`config.mk`:
```
export PLATFORM = sky130hd
export DESIGN_NAME = float16_to_fixed
export DESIGN_NICKNAME = d
export VERILOG_FILES = /design/src/rtl/float16_to_fixed.sv
export SDC_FILE = /design/constraint.sdc
export NUM_CORES = 1
export LEC_CHECK = 0
export BUFFER_PORTS_ARGS = -buffer_cell sky130_fd_sc_hd__buf_2
export CORE_UTILIZATION = 64
export DETAILED_ROUTE_END_ITERATION = 10
export PLACE_DENSITY = 0.86
export SLEW_MARGIN = 10
export SYNTH_ARGS = -nofsm -noshare
export SYNTH_HDL_FRONTEND = slang
export SYNTH_SLANG_ARGS = --single-unit
```
`constraint.sdc`:
```
create_clock -name clk -period 4.4 [get_ports clk]
set_input_delay 0.88 -clock clk [delete_from_list [all_inputs] [get_ports clk]]
set_output_delay 0.88 -clock clk [all_outputs]
set_load 0.02 [all_outputs]
```
`src/rtl/float16_to_fixed.sv`:
```
// -----------------------------------------------------------------------------
// float16_to_fixed
//
// Streaming converter from IEEE-754 binary16 to signed two's-complement fixed
// point with FRAC fractional bits. It is a 2-stage pipeline with a valid/ready
// handshake on both sides, full backpressure and one result per cycle.
//
//   S1: decode the operand, align the significand (left or right shift) and
//       capture the guard/round/sticky bits that fall off a right shift.
//   S2: round the magnitude, apply the sign, saturate and raise the flags.
//
// Build option:
//   FLOAT16_TO_FIXED_RNE_EN  defined   -> round to nearest, ties to even.
//                            undefined -> truncate the magnitude toward zero.
//                                         No rounding adder is built.
//
// Parameters:
//   WIDTH  output width in bits, 16..48
//   FRAC   fractional bits of the output, 0..24, FRAC < WIDTH
//
// Ports:
//   clk        clock
//   rst        asynchronous, active-low reset
//   in_valid   in_data is valid
//   in_ready   converter accepts in_data this cycle (independent of in_valid)
//   in_data    FP16 operand {sign, exp[4:0], frac[9:0]}
//   out_valid  result is valid
//   out_ready  consumer accepts the result
//   out_data   signed fixed-point result, FRAC fractional bits
//   out_ovf    result was saturated (finite overflow or +/-Inf)
//   out_nan    operand was NaN (out_data is 0)
// -----------------------------------------------------------------------------
module float16_to_fixed #(
  parameter int WIDTH = 32,
  parameter int FRAC  = 16
) (
  input  logic             clk,
  input  logic             rst,
  input  logic             in_valid,
  output logic             in_ready,
  input  logic [15:0]      in_data,
  output logic             out_valid,
  input  logic             out_ready,
  output logic [WIDTH-1:0] out_data,
  output logic             out_ovf,
  output logic             out_nan
);

  // Magnitude width. The largest left shift is 11 significand bits moved up
  // by 30 (exp 31 with FRAC 24), i.e. 41 bits; the overflow compare also
  // needs at least one bit above WIDTH (WIDTH <= 48). 50 covers both.
  localparam int MAG_W = 50;

  // Exponent bias (15) plus the 10 fraction bits of the significand.
  localparam logic signed [7:0] SH_OFF = 8'(FRAC - 25);

  // Saturation thresholds on the magnitude and the saturated output codes.
  localparam logic [MAG_W-1:0] POS_MAX = {{(MAG_W-WIDTH+1){1'b0}}, {(WIDTH-1){1'b1}}};
  localparam logic [MAG_W-1:0] NEG_MAG = {{(MAG_W-WIDTH){1'b0}}, 1'b1, {(WIDTH-1){1'b0}}};
  localparam logic [WIDTH-1:0] SAT_MAX = {1'b0, {(WIDTH-1){1'b1}}};
  localparam logic [WIDTH-1:0] SAT_MIN = {1'b1, {(WIDTH-1){1'b0}}};

  // ---------------------------------------------------------------------------
  // Handshake
  // ---------------------------------------------------------------------------
  logic r1_valid;
  logic r_out_valid;
  logic w_s2_adv;
  logic w_s1_adv;

  assign w_s2_adv = !r_out_valid || out_ready;
  assign w_s1_adv = !r1_valid || w_s2_adv;
  assign in_ready = w_s1_adv;

  // ---------------------------------------------------------------------------
  // S1 combinational: decode and align
  // ---------------------------------------------------------------------------
  logic              w_sign;
  logic [4:0]        w_exp;
  logic [9:0]        w_frac;
  logic              w_is_inf;
  logic              w_is_nan;
  logic [10:0]       w_sig;
  logic [4:0]        w_e;
  logic signed [7:0] w_sh;
  logic [7:0]        w_rsh;
  logic [23:0]       w_ext;
  logic [MAG_W-1:0]  w_mag;
  logic              w_guard;
  logic              w_round;
  logic              w_sticky;

  assign w_sign   = in_data[15];
  assign w_exp    = in_data[14:10];
  assign w_frac   = in_data[9:0];
  assign w_is_inf = (&w_exp) && (w_frac == 10'd0);
  assign w_is_nan = (&w_exp) && (w_frac != 10'd0);

  // NOTE: every output of this block gets a default first, so no path through
  // the if/else chain can leave a signal unassigned and infer a latch.
  always_comb begin
    w_sig    = (w_exp == 5'd0) ? {1'b0, w_frac} : {1'b1, w_frac};
    w_e      = (w_exp == 5'd0) ? 5'd1 : w_exp;
    w_sh     = $signed({3'b000, w_e}) + SH_OFF;
    w_rsh    = -w_sh;
    w_ext    = '0;
    w_mag    = '0;
    w_guard  = 1'b0;
    w_round  = 1'b0;
    w_sticky = 1'b0;
    if (!w_sh[7]) begin
      // Integer result: shift is 0..30, so 5 bits of the amount suffice.
      w_mag = MAG_W'(w_sig) << w_sh[4:0];
    end else if (w_rsh >= 8'd12) begin
      // Every significand bit lies below the round position; the guard bit
      // is necessarily 0, so only stickiness survives.
      w_sticky = |w_sig;
    end else begin
      // Right shift 1..11: the 13 bits below the significand catch the
      // shifted-out bits, topmost is guard, next is round, rest is sticky.
      w_ext    = {w_sig, 13'b0} >> w_rsh[3:0];
      w_mag    = MAG_W'(w_ext[23:13]);
      w_guard  = w_ext[12];
      w_round  = w_ext[11];
      w_sticky = |w_ext[10:0];
    end
  end

  // ---------------------------------------------------------------------------
  // S1 registers
  // ---------------------------------------------------------------------------
  logic             r1_sign;
  logic             r1_inf;
  logic             r1_nan;
  logic [MAG_W-1:0] r1_mag;
  logic             r1_guard;
  logic             r1_round;
  logic             r1_sticky;

  // NOTE: state registers use non-blocking assignments so every flop samples
  // values from before the edge, independent of statement order.
  always_ff @(posedge clk or negedge rst) begin
    if (!rst) begin
      r1_valid <= 1'b0;
    end else if (w_s1_adv) begin
      r1_valid <= in_valid;
    end
  end

  // NOTE: the S1 payload has no reset; r1_valid alone qualifies it, so
  // whatever it holds after reset is never observed.
  always_ff @(posedge clk) begin
    if (w_s1_adv && in_valid) begin
      r1_sign   <= w_sign;
      r1_inf    <= w_is_inf;
      r1_nan    <= w_is_nan;
      r1_mag    <= w_mag;
      r1_guard  <= w_guard;
      r1_round  <= w_round;
      r1_sticky <= w_sticky;
    end
  end

  // ---------------------------------------------------------------------------
  // S2 combinational: round, sign, saturate, flags
  // ---------------------------------------------------------------------------
  logic [MAG_W-1:0] w_mag_rnd;

`ifdef FLOAT16_TO_FIXED_RNE_EN
  logic w_round_up;

  // Round up when above the halfway point, or exactly halfway with an odd LSB.
  assign w_round_up = r1_guard && (r1_round || r1_sticky || r1_mag[0]);
  assign w_mag_rnd  = r1_mag + MAG_W'(w_round_up);
`else
  // Truncation: the GRS bits are not consumed in this build.
  logic w_unused_grs;

  assign w_unused_grs = r1_guard ^ r1_round ^ r1_sticky;
  assign w_mag_rnd    = r1_mag;
`endif

  logic [WIDTH-1:0] w_res;
  logic             w_res_ovf;
  logic             w_res_nan;

  always_comb begin
    w_res     = '0;
    w_res_ovf = 1'b0;
    w_res_nan = 1'b0;
    if (r1_nan) begin
      w_res_nan = 1'b1;
    end else if (r1_inf) begin
      w_res     = r1_sign ? SAT_MIN : SAT_MAX;
      w_res_ovf = 1'b1;
    end else if (!r1_sign && (w_mag_rnd > POS_MAX)) begin
      w_res     = SAT_MAX;
      w_res_ovf = 1'b1;
    end else if (r1_sign && (w_mag_rnd > NEG_MAG)) begin
      w_res     = SAT_MIN;
      w_res_ovf = 1'b1;
    end else if (r1_sign) begin
      // A magnitude of exactly 2^(WIDTH-1) negates to the minimum code.
      // Negative zero negates to +0.
      w_res = -w_mag_rnd[WIDTH-1:0];
    end else begin
      w_res = w_mag_rnd[WIDTH-1:0];
    end
  end

  // ---------------------------------------------------------------------------
  // S2 registers (visible outputs, reset to zero)
  // ---------------------------------------------------------------------------
  logic [WIDTH-1:0] r_out_data;
  logic             r_out_ovf;
  logic             r_out_nan;

  always_ff @(posedge clk or negedge rst) begin
    if (!rst) begin
      r_out_valid <= 1'b0;
      r_out_data  <= '0;
      r_out_ovf   <= 1'b0;
      r_out_nan   <= 1'b0;
    end else if (w_s2_adv) begin
      r_out_valid <= r1_valid;
      // Payload only moves with a real item, so it holds during stalls.
      if (r1_valid) begin
        r_out_data <= w_res;
        r_out_ovf  <= w_res_ovf;
        r_out_nan  <= w_res_nan;
      end
    end
  end

  assign out_valid = r_out_valid;
  assign out_data  = r_out_data;
  assign out_ovf   = r_out_ovf;
  assign out_nan   = r_out_nan;

endmodule

```
==> results by group <==
Finish
  – Layout fillers: 551
  – Non-filler instance count after layout: 681
  – ANT cells: 0
  – Multi-input gate area: 2668 um2
  – Layout cells sized above 1: 19.00%
  – P&R area growth vs syn: 10.67%
  – Util after Layout: 73.36%
  – Final #Nets: 597
  – Final Instance Area: 5669 um2
  – Register area: 2252 um2

STA
  – Final Max Slew Viols: 0
  – RSZ-0062 raised after global routing: false
  – Setup ws final: 0.9159 ns
  – Worst Tran Pin Value: 1.058 ns
  – Min Clock Period, post-route: 3.484 ns
  – Max Fclk: 0.2870 GHz
  – Hold Vio Cnt, Final: 0
  – Slew HR: 29.46%
  – Setup_tns: 0 ns
  – Skew final: 0.02189 ns
  – Crit share post-route: 79.18%
  – Final setup viols: 0

CTS
  – CTS tree: yes
  – Post-cts resize count: 0
  – Hold-fix buffers at CTS: 0
  – CTS Buf Count: 9
  – Root buffer cell: clkbuf_8
  – Sink Count: 81
  – Clock Path Buffers: 2
  – Number of H-tree levels: 3
  – Post-CTS Setup Bufs: 0
  – Clk_lat worst skew: 0.36 ns
  – Clk pin slew, worst setup/hold paths: 0.09 ns

Logic synthesis
  – Syn. warnings: 0
  – Post-synth EDFFs: 45
  – Mapped cell area: 5122 um2
  – Async SR Flop Fraction: 44.44%
  – Post-synth top area share: 26.38%
  – Top-count cell post-synth: a21oi_1
  – Unique masters post-synth: 68
  – Sequential area share after synthesis: 43.97%
  – Synthesized instance count: 526
  – Yosys top cell by area: edfxtp_1
  – Main area contributors after synthesis: edfxtp_1 (26%), dfrtp_1 (18%), a21oi_1 (4.5%)
  – Number of synthesized register bits: 81
  – Syn_area_per_cell: 9.738 um2
  – Post-synth top cells: a21oi_1 (46), edfxtp_1 (45), nor2_1 (39), dfrtp_1 (36), o21ai_0 (33)
  – Dominant synthesized flop cell: edfxtp_1

Place
  – Pre-CTS setup slack: 0.6352 ns
  – Inst Count DP: 665
  – Post-DP HPWL: 9867 um
  – PortBufs: 55
  – Global placement routability congestion: 0.9816
  – Placed cell areas: 5461 um2

Global route
  – First-pass GRT wire length: 20670 um
  – Pin count of the biggest net entering global routing: 46
  – GR Layer Usage met2: 51.75%
  – Vias in the first global route: 4012
  – Initial antenna violation count: 0
  – Grt met3 use: 5.611%
  – GRT Util Overall: 32.09%
  – GR Util met1: 41.46%
  – Remaining Overflow, GRT: 0
  – GRT Max-Usage Layer: met2

Critical path
  – WP data arrival: 3.66 ns
  – WS Path Type: in -> reg
  – Setup crit start kind: primary input
  – Worst path required time: 4.58 ns
  – Endpoint type of the worst setup path: flip-flop
  – Crit-path max FO: 14

Route
  – Drt wl/cell: 19.05 um
  – Drt via density: 6.449
  – Post-route ant nets: 0
  – Drt first pass iters: 5
  – Initial DRC Count: 400
  – Vias after detailed routing: 4392
  – DRC: 0
  – Final WL: 12970 um

Die
  – Core area: 7727 um2
  – Initial Util: 66.29%
  – Height of the die: 91.47 um
  – Die footprint: 8366 um2
  – I/O pin count: 56
  – Rows: 32
  – Die Span X: 91.47 um

Power and ir drop
  – P_leak: 2.228 nW
  – Internal power: 1.401 mW
  – Maximum VDD drop: 0.2041 mV
  – Switching power: 0.7353 mW
  – Seq pwr share: 45.9%
  – Clock power frac: 25.9%
  – Combinational share of power: 28.2%
  – Sw Share: 34.41%
  – Power per Cell Area: 376.9 nW/um2

Hold path
  – Min-Delay Path Class: reg -> reg

Status
  – Status: finished clean

Flow run
  – # Max-Cap Violations: 0
-- through the flow --
step                      hold WS [ns]  power (mW)
after floorplan                 0.4572       1.396
after global placement          0.4702       1.573
after detailed placement        0.4823       1.593
after CTS                       0.5057       2.132
after global routing            0.5277       2.227
final                           0.4997       2.137
-- layout make-up --
type / instances / share of cell area [%]
Clock inverter: 4 / 0.5297
Inverter: 15 / 0.9932
Clock buffer: 12 / 3.134
Multi-Input combinational cell: 401 / 47.05
Timing Repair Buffer: 66 / 6.312
Tap cell: 102 / 2.251
Sequential cell: 81 / 39.73
-- worst max-delay path, cell delays in order --
cell and delay, ns:
buf_2 0.24, nor4_4 0.07, buf_4 0.19, nor2_2 0.38, ha_1 0.33, nand2b_1 0.14, a21oi_1 0.57, inv_1 0.09
o31ai_1 0.47, a22oi_1 0.16, o21ai_0 0.13
-- routing by layer --
metal,routed length [um],part of all wire (%),vias up
li1,-,-,2082
met1,5310,41,2052
met2,6192,48,221
met3,928,7.2,37
met4,542,4.2,0
met5,0,0,-
-- final timing paths --
path                            cells past startpoint            to   startpoint  slack [ns]
worst max-delay path                               11    r1_mag[10]  in_data[13]        0.92
worst min-delay path                                2   out_data[1]  out_data[1]        0.50
worst max register to register                      3  out_data[16]      r1_sign        1.77
worst min register to register                      2   out_data[1]  out_data[1]        0.50
max in group asynchronous                           1  out_data[19]          rst        3.30
min in group asynchronous                           1   out_data[6]          rst        0.60
-- state kept, by name, summed over array words and instances, names as in the netlist --
name / count
r1_mag: 42
out_data: 32
out_nan: 1
out_ovf: 1
out_valid: 1
r1_inf: 1
r1_nan: 1
r1_sign: 1
r1_valid: 1
-- cell usage in the layout, fill, tap and decap left out, types with 8 or more instances in the layout --
cell type,count
buf_2,55
a21oi_1,46
edfxtp_1,45
nor2_1,39
dfrtp_1,36
o21ai_0,33
o21ai_1,32
nand2_1,27
xor2_1,24
o22ai_1,21
or3_1,14
mux2i_1,14
nand3_1,14
inv_1,13
buf_4,11
clkbuf_8,9
nand2b_1,8
xnor2_1,8
-- power groups by stage --
stage	Clock (mW)	Combinational, mW	Sequential [mW]
after floorplan	0	0.341	1.05
after global placement	0	0.583	0.989
after detailed placement	0	0.596	0.996
after CTS	0.555	0.598	0.980
after global routing	0.582	0.654	0.991
final	0.554	0.602	0.981
-- logic make-up (layout without fill, tap and decap cells) --
kind of cell | count (synthesis) | count (layout) | synth area share, %
mux | 26 | 26 | 6.766
fa+ha+maj | 3 | 3 | 0.7329
buf+inv | 47 | 97 | 4.323
flops | 81 | 81 | 43.97
xor+xnor | 33 | 33 | 5.789
simple gates | 149 | 149 | 15.85
other cells | 1 | 4 | 0.07321
compound gates | 186 | 186 | 22.50
(Power assumes the default switching activity.)
